[config.mk]
export PLATFORM = sky130hd
export DESIGN_NAME = rgb2hsv_pipe
export DESIGN_NICKNAME = d
export VERILOG_FILES = /design/src/rtl/rgb2hsv_pkg.sv /design/src/rtl/rgb2hsv_div_pipe.sv /design/src/rtl/rgb2hsv_pipe.sv
export SDC_FILE = /design/constraint.sdc
export NUM_CORES = 1
export LEC_CHECK = 0
export ABC_AREA = 1
export CORE_MARGIN = 5
export CORE_UTILIZATION = 65
export CTS_BUF_LIST = sky130_fd_sc_hd__clkbuf_8
export CTS_CLUSTER_DIAMETER = 30
export DETAILED_ROUTE_END_ITERATION = 10
export PLACE_DENSITY = 0.8
export SYNTH_ARGS = -nofsm -noshare
export SYNTH_HDL_FRONTEND = slang
export SYNTH_HIERARCHICAL = 1
export SYNTH_SLANG_ARGS = --single-unit
[constraint.sdc]
create_clock -name pclk -period 14.2 [get_ports pclk]
set_input_delay 1.42 -clock pclk [delete_from_list [all_inputs] [get_ports pclk]]
set_output_delay 1.42 -clock pclk [all_outputs]
set_load 0.01 [all_outputs]
[src/rtl/rgb2hsv_pkg.sv]
// Shared constants, sector encoding and width helpers for the RGB->HSV pipeline.
package rgb2hsv_pkg;

  localparam int HUE_60  = 60;
  localparam int HUE_120 = 120;
  localparam int HUE_240 = 240;
  localparam int HUE_360 = 360;

  typedef enum logic [1:0] {
    SECT_R    = 2'd0,
    SECT_G    = 2'd1,
    SECT_B    = 2'd2,
    SECT_GREY = 2'd3
  } sect_e;

  typedef struct packed {
    sect_e sect;
    logic  neg;
  } hue_ctl_t;

  function automatic int latency(input int dw);
    return dw + 3;
  endfunction

  function automatic int hue_dvd_w(input int dw);
    return $clog2(HUE_60) + dw;
  endfunction

  function automatic int sat_dvd_w(input int dw);
    return 2 * dw;
  endfunction

endpackage

[src/rtl/rgb2hsv_div_pipe.sv]
// Pipelined restoring divider: one compare/subtract stage per quotient bit, MSB first.
// Caller guarantees dividend < divisor << Q_W, so the remainder never needs extra headroom.
module div_pipe #(
  parameter int DVD_W = 14,
  parameter int DVS_W = 8,
  parameter int Q_W   = 8
) (
  input  logic             pclk,
  input  logic             rst_n,
  input  logic             valid_i,
  input  logic [DVD_W-1:0] dvd_i,
  input  logic [DVS_W-1:0] dvs_i,
  output logic             valid_o,
  output logic [Q_W-1:0]   quo_o
);

  localparam int CMP_W = (DVD_W > DVS_W + Q_W) ? DVD_W : DVS_W + Q_W;

  logic [DVD_W-1:0] rem_q [Q_W];
  logic [DVD_W-1:0] rem_s [Q_W];
  logic [DVD_W-1:0] rem_d [Q_W];
  logic [DVS_W-1:0] dvs_q [Q_W];
  logic [DVS_W-1:0] dvs_s [Q_W];
  logic [Q_W-1:0]   quo_q [Q_W];
  logic [Q_W-1:0]   quo_s [Q_W];
  logic [Q_W-1:0]   quo_d [Q_W];
  logic [CMP_W-1:0] sub_c [Q_W];
  logic [Q_W-1:0]   vld_pipe;

  always_comb begin
    rem_s[0] = dvd_i;
    dvs_s[0] = dvs_i;
    quo_s[0] = '0;
    for (int k = 1; k < Q_W; k++) begin
      rem_s[k] = rem_q[k-1];
      dvs_s[k] = dvs_q[k-1];
      quo_s[k] = quo_q[k-1];
    end
    for (int k = 0; k < Q_W; k++) begin
      // stage k resolves quotient bit Q_W-1-k
      sub_c[k] = CMP_W'(dvs_s[k]) << (Q_W - 1 - k);
      quo_d[k] = quo_s[k];
      rem_d[k] = rem_s[k];
      if (CMP_W'(rem_s[k]) >= sub_c[k]) begin
        rem_d[k]             = DVD_W'(CMP_W'(rem_s[k]) - sub_c[k]);
        quo_d[k][Q_W-1-k]    = 1'b1;
      end
    end
  end

  always_ff @(posedge pclk or negedge rst_n) begin
    if (!rst_n) begin
      vld_pipe <= '0;
      for (int k = 0; k < Q_W; k++) begin
        rem_q[k] <= '0;
        dvs_q[k] <= '0;
        quo_q[k] <= '0;
      end
    end else begin
      vld_pipe <= {vld_pipe[Q_W-2:0], valid_i};
      for (int k = 0; k < Q_W; k++) begin
        rem_q[k] <= rem_d[k];
        dvs_q[k] <= dvs_s[k];
        quo_q[k] <= quo_d[k];
      end
    end
  end

  assign valid_o = vld_pipe[Q_W-1];
  assign quo_o   = quo_q[Q_W-1];

endmodule

[src/rtl/rgb2hsv_pipe.sv]
// Fully pipelined RGB->HSV converter, latency DATA_W+3, no backpressure.
// Optional range-mask output enabled by defining RGB2HSV_THRESH_EN.
module rgb2hsv_pipe
  import rgb2hsv_pkg::*;
#(
  parameter int DATA_W   = 8,
  parameter int HUE_HALF = 1,
  parameter int HUE_W    = 9
) (
  input  logic                      pclk,
  input  logic                      rst_n,
  input  logic                      in_valid,
  input  logic [3*DATA_W-1:0]       in_rgb,
  input  logic                      in_de,
  input  logic                      in_hsync,
  input  logic                      in_vsync,
`ifdef RGB2HSV_THRESH_EN
  input  logic [HUE_W-1:0]          th_h_lo,
  input  logic [HUE_W-1:0]          th_h_hi,
  input  logic [DATA_W-1:0]         th_s_lo,
  input  logic [DATA_W-1:0]         th_v_lo,
  output logic                      out_mask,
`endif
  output logic                      out_valid,
  output logic [HUE_W+2*DATA_W-1:0] out_hsv,
  output logic                      out_de,
  output logic                      out_hsync,
  output logic                      out_vsync
);

  localparam int LAT = latency(DATA_W);
  localparam int HDW = hue_dvd_w(DATA_W);
  localparam int SDW = sat_dvd_w(DATA_W);
  localparam logic [DATA_W-1:0] MAXV = '1;

  // stage 1
  logic [3*DATA_W-1:0] rgb_q;
  logic                vld_s1_q;

  always_ff @(posedge pclk or negedge rst_n) begin
    if (!rst_n) begin
      rgb_q    <= '0;
      vld_s1_q <= 1'b0;
    end else begin
      rgb_q    <= in_rgb;
      vld_s1_q <= in_valid;
    end
  end

  // stage 2: sector decode and divider operands
  logic [DATA_W-1:0] r_c, g_c, b_c, mx_c, mn_c, delta_c, num_c;
  sect_e             sect_c;
  logic              neg_c;
  logic [HDW-1:0]    hdvd_d, hdvd_q;
  logic [SDW-1:0]    sdvd_d, sdvd_q;
  logic [DATA_W-1:0] hdvs_d, hdvs_q, sdvs_d, sdvs_q, v_q;
  hue_ctl_t          ctl_q;
  logic              vld_s2_q;

  assign r_c = rgb_q[3*DATA_W-1 -: DATA_W];
  assign g_c = rgb_q[2*DATA_W-1 -: DATA_W];
  assign b_c = rgb_q[DATA_W-1:0];

  always_comb begin
    sect_c = SECT_R;
    neg_c  = 1'b0;
    mx_c   = r_c;
    num_c  = '0;
    mn_c   = r_c;
    if (g_c < mn_c) mn_c = g_c;
    if (b_c < mn_c) mn_c = b_c;
    if (r_c >= g_c && r_c >= b_c) begin
      sect_c = SECT_R;
      mx_c   = r_c;
      if (g_c >= b_c) num_c = g_c - b_c;
      else begin num_c = b_c - g_c; neg_c = 1'b1; end
    end else if (g_c >= b_c) begin
      sect_c = SECT_G;
      mx_c   = g_c;
      if (b_c >= r_c) num_c = b_c - r_c;
      else begin num_c = r_c - b_c; neg_c = 1'b1; end
    end else begin
      sect_c = SECT_B;
      mx_c   = b_c;
      if (r_c >= g_c) num_c = r_c - g_c;
      else begin num_c = g_c - r_c; neg_c = 1'b1; end
    end
    delta_c = mx_c - mn_c;
    hdvs_d  = delta_c;
    sdvs_d  = mx_c;
    // grey: both dividers see 0/1 so no divide-by-zero reaches the pipeline
    if (delta_c == '0) begin
      sect_c = SECT_GREY;
      neg_c  = 1'b0;
      num_c  = '0;
      hdvs_d = DATA_W'(1);
      sdvs_d = DATA_W'(1);
    end
    hdvd_d = HDW'(num_c) * HDW'(HUE_60);
    sdvd_d = SDW'(delta_c) * SDW'(MAXV);
  end

  always_ff @(posedge pclk or negedge rst_n) begin
    if (!rst_n) begin
      hdvd_q   <= '0;
      sdvd_q   <= '0;
      hdvs_q   <= '0;
      sdvs_q   <= '0;
      v_q      <= '0;
      ctl_q    <= '0;
      vld_s2_q <= 1'b0;
    end else begin
      hdvd_q   <= hdvd_d;
      sdvd_q   <= sdvd_d;
      hdvs_q   <= hdvs_d;
      sdvs_q   <= sdvs_d;
      v_q      <= mx_c;
      ctl_q    <= '{sect: sect_c, neg: neg_c};
      vld_s2_q <= vld_s1_q;
    end
  end

  // stages 3..DATA_W+2
  logic              vld_h, vld_s;
  logic [DATA_W-1:0] q_h, q_s;

  div_pipe #(.DVD_W(HDW), .DVS_W(DATA_W), .Q_W(DATA_W)) u_div_h (
    .pclk(pclk), .rst_n(rst_n), .valid_i(vld_s2_q), .dvd_i(hdvd_q), .dvs_i(hdvs_q),
    .valid_o(vld_h), .quo_o(q_h)
  );

  div_pipe #(.DVD_W(SDW), .DVS_W(DATA_W), .Q_W(DATA_W)) u_div_s (
    .pclk(pclk), .rst_n(rst_n), .valid_i(vld_s2_q), .dvd_i(sdvd_q), .dvs_i(sdvs_q),
    .valid_o(vld_s), .quo_o(q_s)
  );

  hue_ctl_t          ctl_sr [DATA_W];
  logic [DATA_W-1:0] v_sr   [DATA_W];

  always_ff @(posedge pclk or negedge rst_n) begin
    if (!rst_n) begin
      for (int k = 0; k < DATA_W; k++) begin
        ctl_sr[k] <= '0;
        v_sr[k]   <= '0;
      end
    end else begin
      ctl_sr[0] <= ctl_q;
      v_sr[0]   <= v_q;
      for (int k = 1; k < DATA_W; k++) begin
        ctl_sr[k] <= ctl_sr[k-1];
        v_sr[k]   <= v_sr[k-1];
      end
    end
  end

  // final stage
  logic [9:0]       base_c, qh10_c, hdeg_c;
  logic [HUE_W-1:0] hue_c;
  hue_ctl_t         ctl_c;

  assign ctl_c  = ctl_sr[DATA_W-1];
  assign qh10_c = 10'(q_h);

  always_comb begin
    base_c = '0;
    unique case (ctl_c.sect)
      SECT_R:  base_c = ctl_c.neg ? 10'(HUE_360) : 10'd0;
      SECT_G:  base_c = 10'(HUE_120);
      SECT_B:  base_c = 10'(HUE_240);
      default: base_c = '0;
    endcase
    hdeg_c = ctl_c.neg ? base_c - qh10_c : base_c + qh10_c;
    if (hdeg_c == 10'(HUE_360)) hdeg_c = '0;
    hue_c = (HUE_HALF != 0) ? HUE_W'(hdeg_c >> 1) : HUE_W'(hdeg_c);
  end

  logic                      out_valid_q;
  logic [HUE_W+2*DATA_W-1:0] out_hsv_q;
  logic [LAT-1:0][2:0]       sync_pipe;

  always_ff @(posedge pclk or negedge rst_n) begin
    if (!rst_n) begin
      out_valid_q <= 1'b0;
      out_hsv_q   <= '0;
      sync_pipe   <= '0;
    end else begin
      out_valid_q <= vld_h & vld_s;
      out_hsv_q   <= {hue_c, q_s, v_sr[DATA_W-1]};
      sync_pipe   <= {sync_pipe[LAT-2:0], {in_de, in_hsync, in_vsync}};
    end
  end

`ifdef RGB2HSV_THRESH_EN
  logic hue_ok_c, mask_d, out_mask_q;

  always_comb begin
    if (th_h_lo <= th_h_hi) hue_ok_c = (hue_c >= th_h_lo) && (hue_c <= th_h_hi);
    else                    hue_ok_c = (hue_c >= th_h_lo) || (hue_c <= th_h_hi);
    mask_d = vld_h && vld_s && hue_ok_c && (q_s >= th_s_lo) && (v_sr[DATA_W-1] >= th_v_lo);
  end

  always_ff @(posedge pclk or negedge rst_n) begin
    if (!rst_n) out_mask_q <= 1'b0;
    else        out_mask_q <= mask_d;
  end

  assign out_mask = out_mask_q;
`endif

  assign out_valid = out_valid_q;
  assign out_hsv   = out_hsv_q;
  assign out_de    = sync_pipe[LAT-1][2];
  assign out_hsync = sync_pipe[LAT-1][1];
  assign out_vsync = sync_pipe[LAT-1][0];

endmodule

==> metrics.md <==
| Metric | Value |
|---|---|
| Status | complete, no violations |
| Sequential area share after synthesis | 49.0% |
| EDFF count, synth | 0 |
| Worst-Margin Slew | 0.982 ns |
| CP max FO | 16 |
| Crit-path slowest cell | fa_1 |
| Dominant synthesized flop cell | dfrtp_1 |
| Initial antenna violation count | 1 |
| Max Clk Rate | roughly 0.11 GHz |
| Fraction of layout cells with a size suffix above 1 | 8.98% |
| GRT Resource Usage Total | 24.6% |
| Worst slack, placed | 5.09 ns |
| #FFs+latches synth | 638 |
| Max-Cap Viols | 0 |
| Most frequent cells in the layout | nand2_1, dfrtp_1, inv_1 |
| Clk buf depth | 3 |
| Post-CTS Resized | 0 |
| DRC Markers | 0 |
| DR iter-0 viols | 1576 |
| Cell row count | roughly 80 |
| DRT Wirelength | around 65 mm |
| Post-synthesis mux area share | 0.0614% |
| ANT nets after route | 0 |
| CP bufs+invs | 12 |
| Syn_area_per_cell | between 9 and 10 um^2 |
| Startpoint types | flip-flop |
| Post-Synth Adder-Cell Area | 13.4% |
| Worst-Skew Late Latency | 0.73 ns |
| Final net count | 4107 |
| Cell mode on critical path | inv_1 |
| Fin util | 73.3% |
| Die Wd | around 230 um |
| DR pass1 iterations | 8 |
| First-pass GRT wire length | 110 mm |
| Pins Over Slew Limit | 0 |
| Placer Congestion | ~0.98 |
| CTS tree | yes |
| Root buffer cell | clkbuf_8 |
| Crit Path Category | reg2reg |
| Setup bufs post-CTS | 0 |
| Post-CTS Hold Fix Bufs | 0 |
| Post-synthesis compound-gate area fraction | about 5.8% |
| CTS clk-pin slew, worst paths | 0.06 ns |
| GRT Residual Overflow | 0 |
| Xor/xnor share of the synthesized area | 2.95% |
| Vias in the first global route | 24200 |
| IO Port Bufs | 58 |
| Die area | 54700 um^2 |
| Count of distinct cell types in the synthesized netlist | 59 |
| Delay-heaviest family, CP | adder cells |
| CTS Sinks | 638 |
| Min cycle time layout | 9.29 ns |
| Post-synthesis cell count | 3604 |
| Routed vias/inst | 5.21 |
| Critical Path RT | between 10 and 15 ns |
| HP Class | reg2reg |
| Simple-Gate Fraction of Synth Area | approximately a fifth |
| Initial Utilization | 65.4% |
| I/O pin count | 59 |
| H-tree Lvls | 3 |
| Detail Placement HPWL | just under 50 mm |
| Placed Area | 33900 um^2 |
| Post-synth ARST share | 100% |
| Fillers | 3556 |
| Slew margin rel. | about 35% |
| Final setup violation count | 0 |
| Die H | 234 um |
| Syn. warnings | 6 |
| Final worst slack | 4.91 ns |
| Tcrit/Tclk final | 65.4% |
| Hold Vio Cnt, Final | 0 |
| CTS Buf Count | 118 |
| Largest net degree at the start of global routing | 202 |
| Clock skew | 0.0425 ns |
| Crit end category | flip-flop |
| Syn Std Cell Area | 32600 um^2 |
| RSZ-0062 raised after global routing | no |
| WL/cell | 14.3 um |
| Largest family of logic cells by synthesized area | simple AND/OR/NAND/NOR gates |
| Post-route cell area | 36600 um^2 |
| Most common cell after layout, fill and taps aside | nand2_1 |
| CP max stage delay | approximately 0.54 ns |
| Setup_tns | 0 ns |
| Core area | approximately 50000 um^2 |
| Via count | ~24000 |
| Synthesis-to-finish area growth | 12.2% |
| CP Data Arrival Time | 9.92 ns |
==> cell type report <==
cell class	instances	area (um^2)	area share [%]
Antenna cell	1	2.50	0.00684
Clock buffer	135	1860	5.08
Clock inverter	86	840	2.30
Inverter	626	2350	6.44
Multi-Input combinational cell	2317	14100	38.4
Sequential cell	638	16000	43.7
Tap cell	672	841	2.30
Timing Repair Buffer	61	646	1.77
==> path summary, 6_finish.rpt <==
check / from / endpoint / slack (ns) / cells past startpoint
min reg2reg: u_div_h/quo_d[37] / u_div_h/quo_d[29] / 0.33 / 0
max reg2reg: rgb_q[8] / hdvd_q[12] / 4.91 / 49
max in group asynchronous: rst_n / u_div_h/rem_q[25] / 11.32 / 3
min in group asynchronous: rst_n / vld_s1_q / 0.73 / 1
max: rgb_q[8] / hdvd_q[12] / 4.91 / 49
min: u_div_h/quo_d[37] / u_div_h/quo_d[29] / 0.33 / 0
==> cell usage after synthesis (3+ instances only) <==
| library cell | n | area share, % |
|---|---|---|
| fa_1 | 58 | 3.6 |
| nor4_1 | 6 | 0.12 |
| o221ai_1 | 3 | 0.081 |
| a21o_1 | 9 | 0.21 |
| or2_2 | 5 | 0.096 |
| nor2_2 | 14 | 0.27 |
| nor3_1 | 12 | 0.18 |
| o21ai_1 | 16 | 0.25 |
| a21oi_1 | 150 | 2.3 |
| xnor2_1 | 30 | 0.81 |
| o21bai_1 | 8 | 0.18 |
| nor2_4 | 7 | 0.24 |
| buf_4 | 5 | 0.12 |
| o21ai_2 | 13 | 0.35 |
| nand2_4 | 5 | 0.17 |
| o21ai_0 | 78 | 1.2 |
| inv_2 | 16 | 0.18 |
| xor2_1 | 75 | 2.0 |
| nand4_1 | 40 | 0.77 |
| a21oi_2 | 9 | 0.24 |
| ha_1 | 257 | 9.9 |
| inv_1 | 609 | 7.0 |
| nand2_1 | 940 | 11 |
| buf_6 | 15 | 0.52 |
| nor2_1 | 237 | 2.7 |
| nand3_2 | 26 | 0.80 |
| o21a_1 | 4 | 0.092 |
| a211oi_1 | 6 | 0.14 |
| nand2_2 | 33 | 0.63 |
| nand3_1 | 210 | 3.2 |
| buf_2 | 5 | 0.077 |
| o22ai_1 | 6 | 0.12 |
| nand3b_1 | 17 | 0.39 |
| o211ai_1 | 10 | 0.23 |
| dfrtp_1 | 638 | 49 |
==> per-layer routing <==
| layer | share of wire, % | GRT usage, % | up-vias |
|---|---|---|---|
| met3 | 3.9 | 3.84 | 209 |
| met1 | 38 | 27.4 | 11100 |
| li1 | - | - | 11700 |
| met2 | 54 | 46.3 | 619 |
| met4 | 4.2 | 10.7 | 0 |
| met5 | 0 | 0 | - |
==> state kept, by name (all words and copies together) (netlist names), 16 cells and up <==
register       count
u_div_h/quo_d     28
u_div_s/rem_q    112
v_sr              64
out_hsv           25
ctl_sr            21
u_div_s/quo_d     28
sdvd_q            16
u_div_h/rem_q     98
u_div_h/dvs_q     56
u_div_s/dvs_q     56
rgb_q             24
sync_pipe         30
==> stage by stage <==
stage | hold WS, ns | instances
final | 0.334 | 4536
after global routing | 0.339 | 4536
after CTS | 0.330 | 4535
after detailed placement | 0.335 | 4314
after global placement | 0.331 | 4314
after floorplan | 0.331 | 3607
==> cell families after synthesis <==
logic type | Yosys count
AO/OA/AOI/OAI | 326
XOR/XNOR | 107
adder cells (fa/ha/maj) | 315
buffers and inverters | 652
flip-flops | 638
multiplexers | 2
other | 1
AND/OR/NAND/NOR | 1563
Power is left out: the tool's default activity adds up to more than one toggle a clock period on the data nets, which glitch-free logic cannot reach.
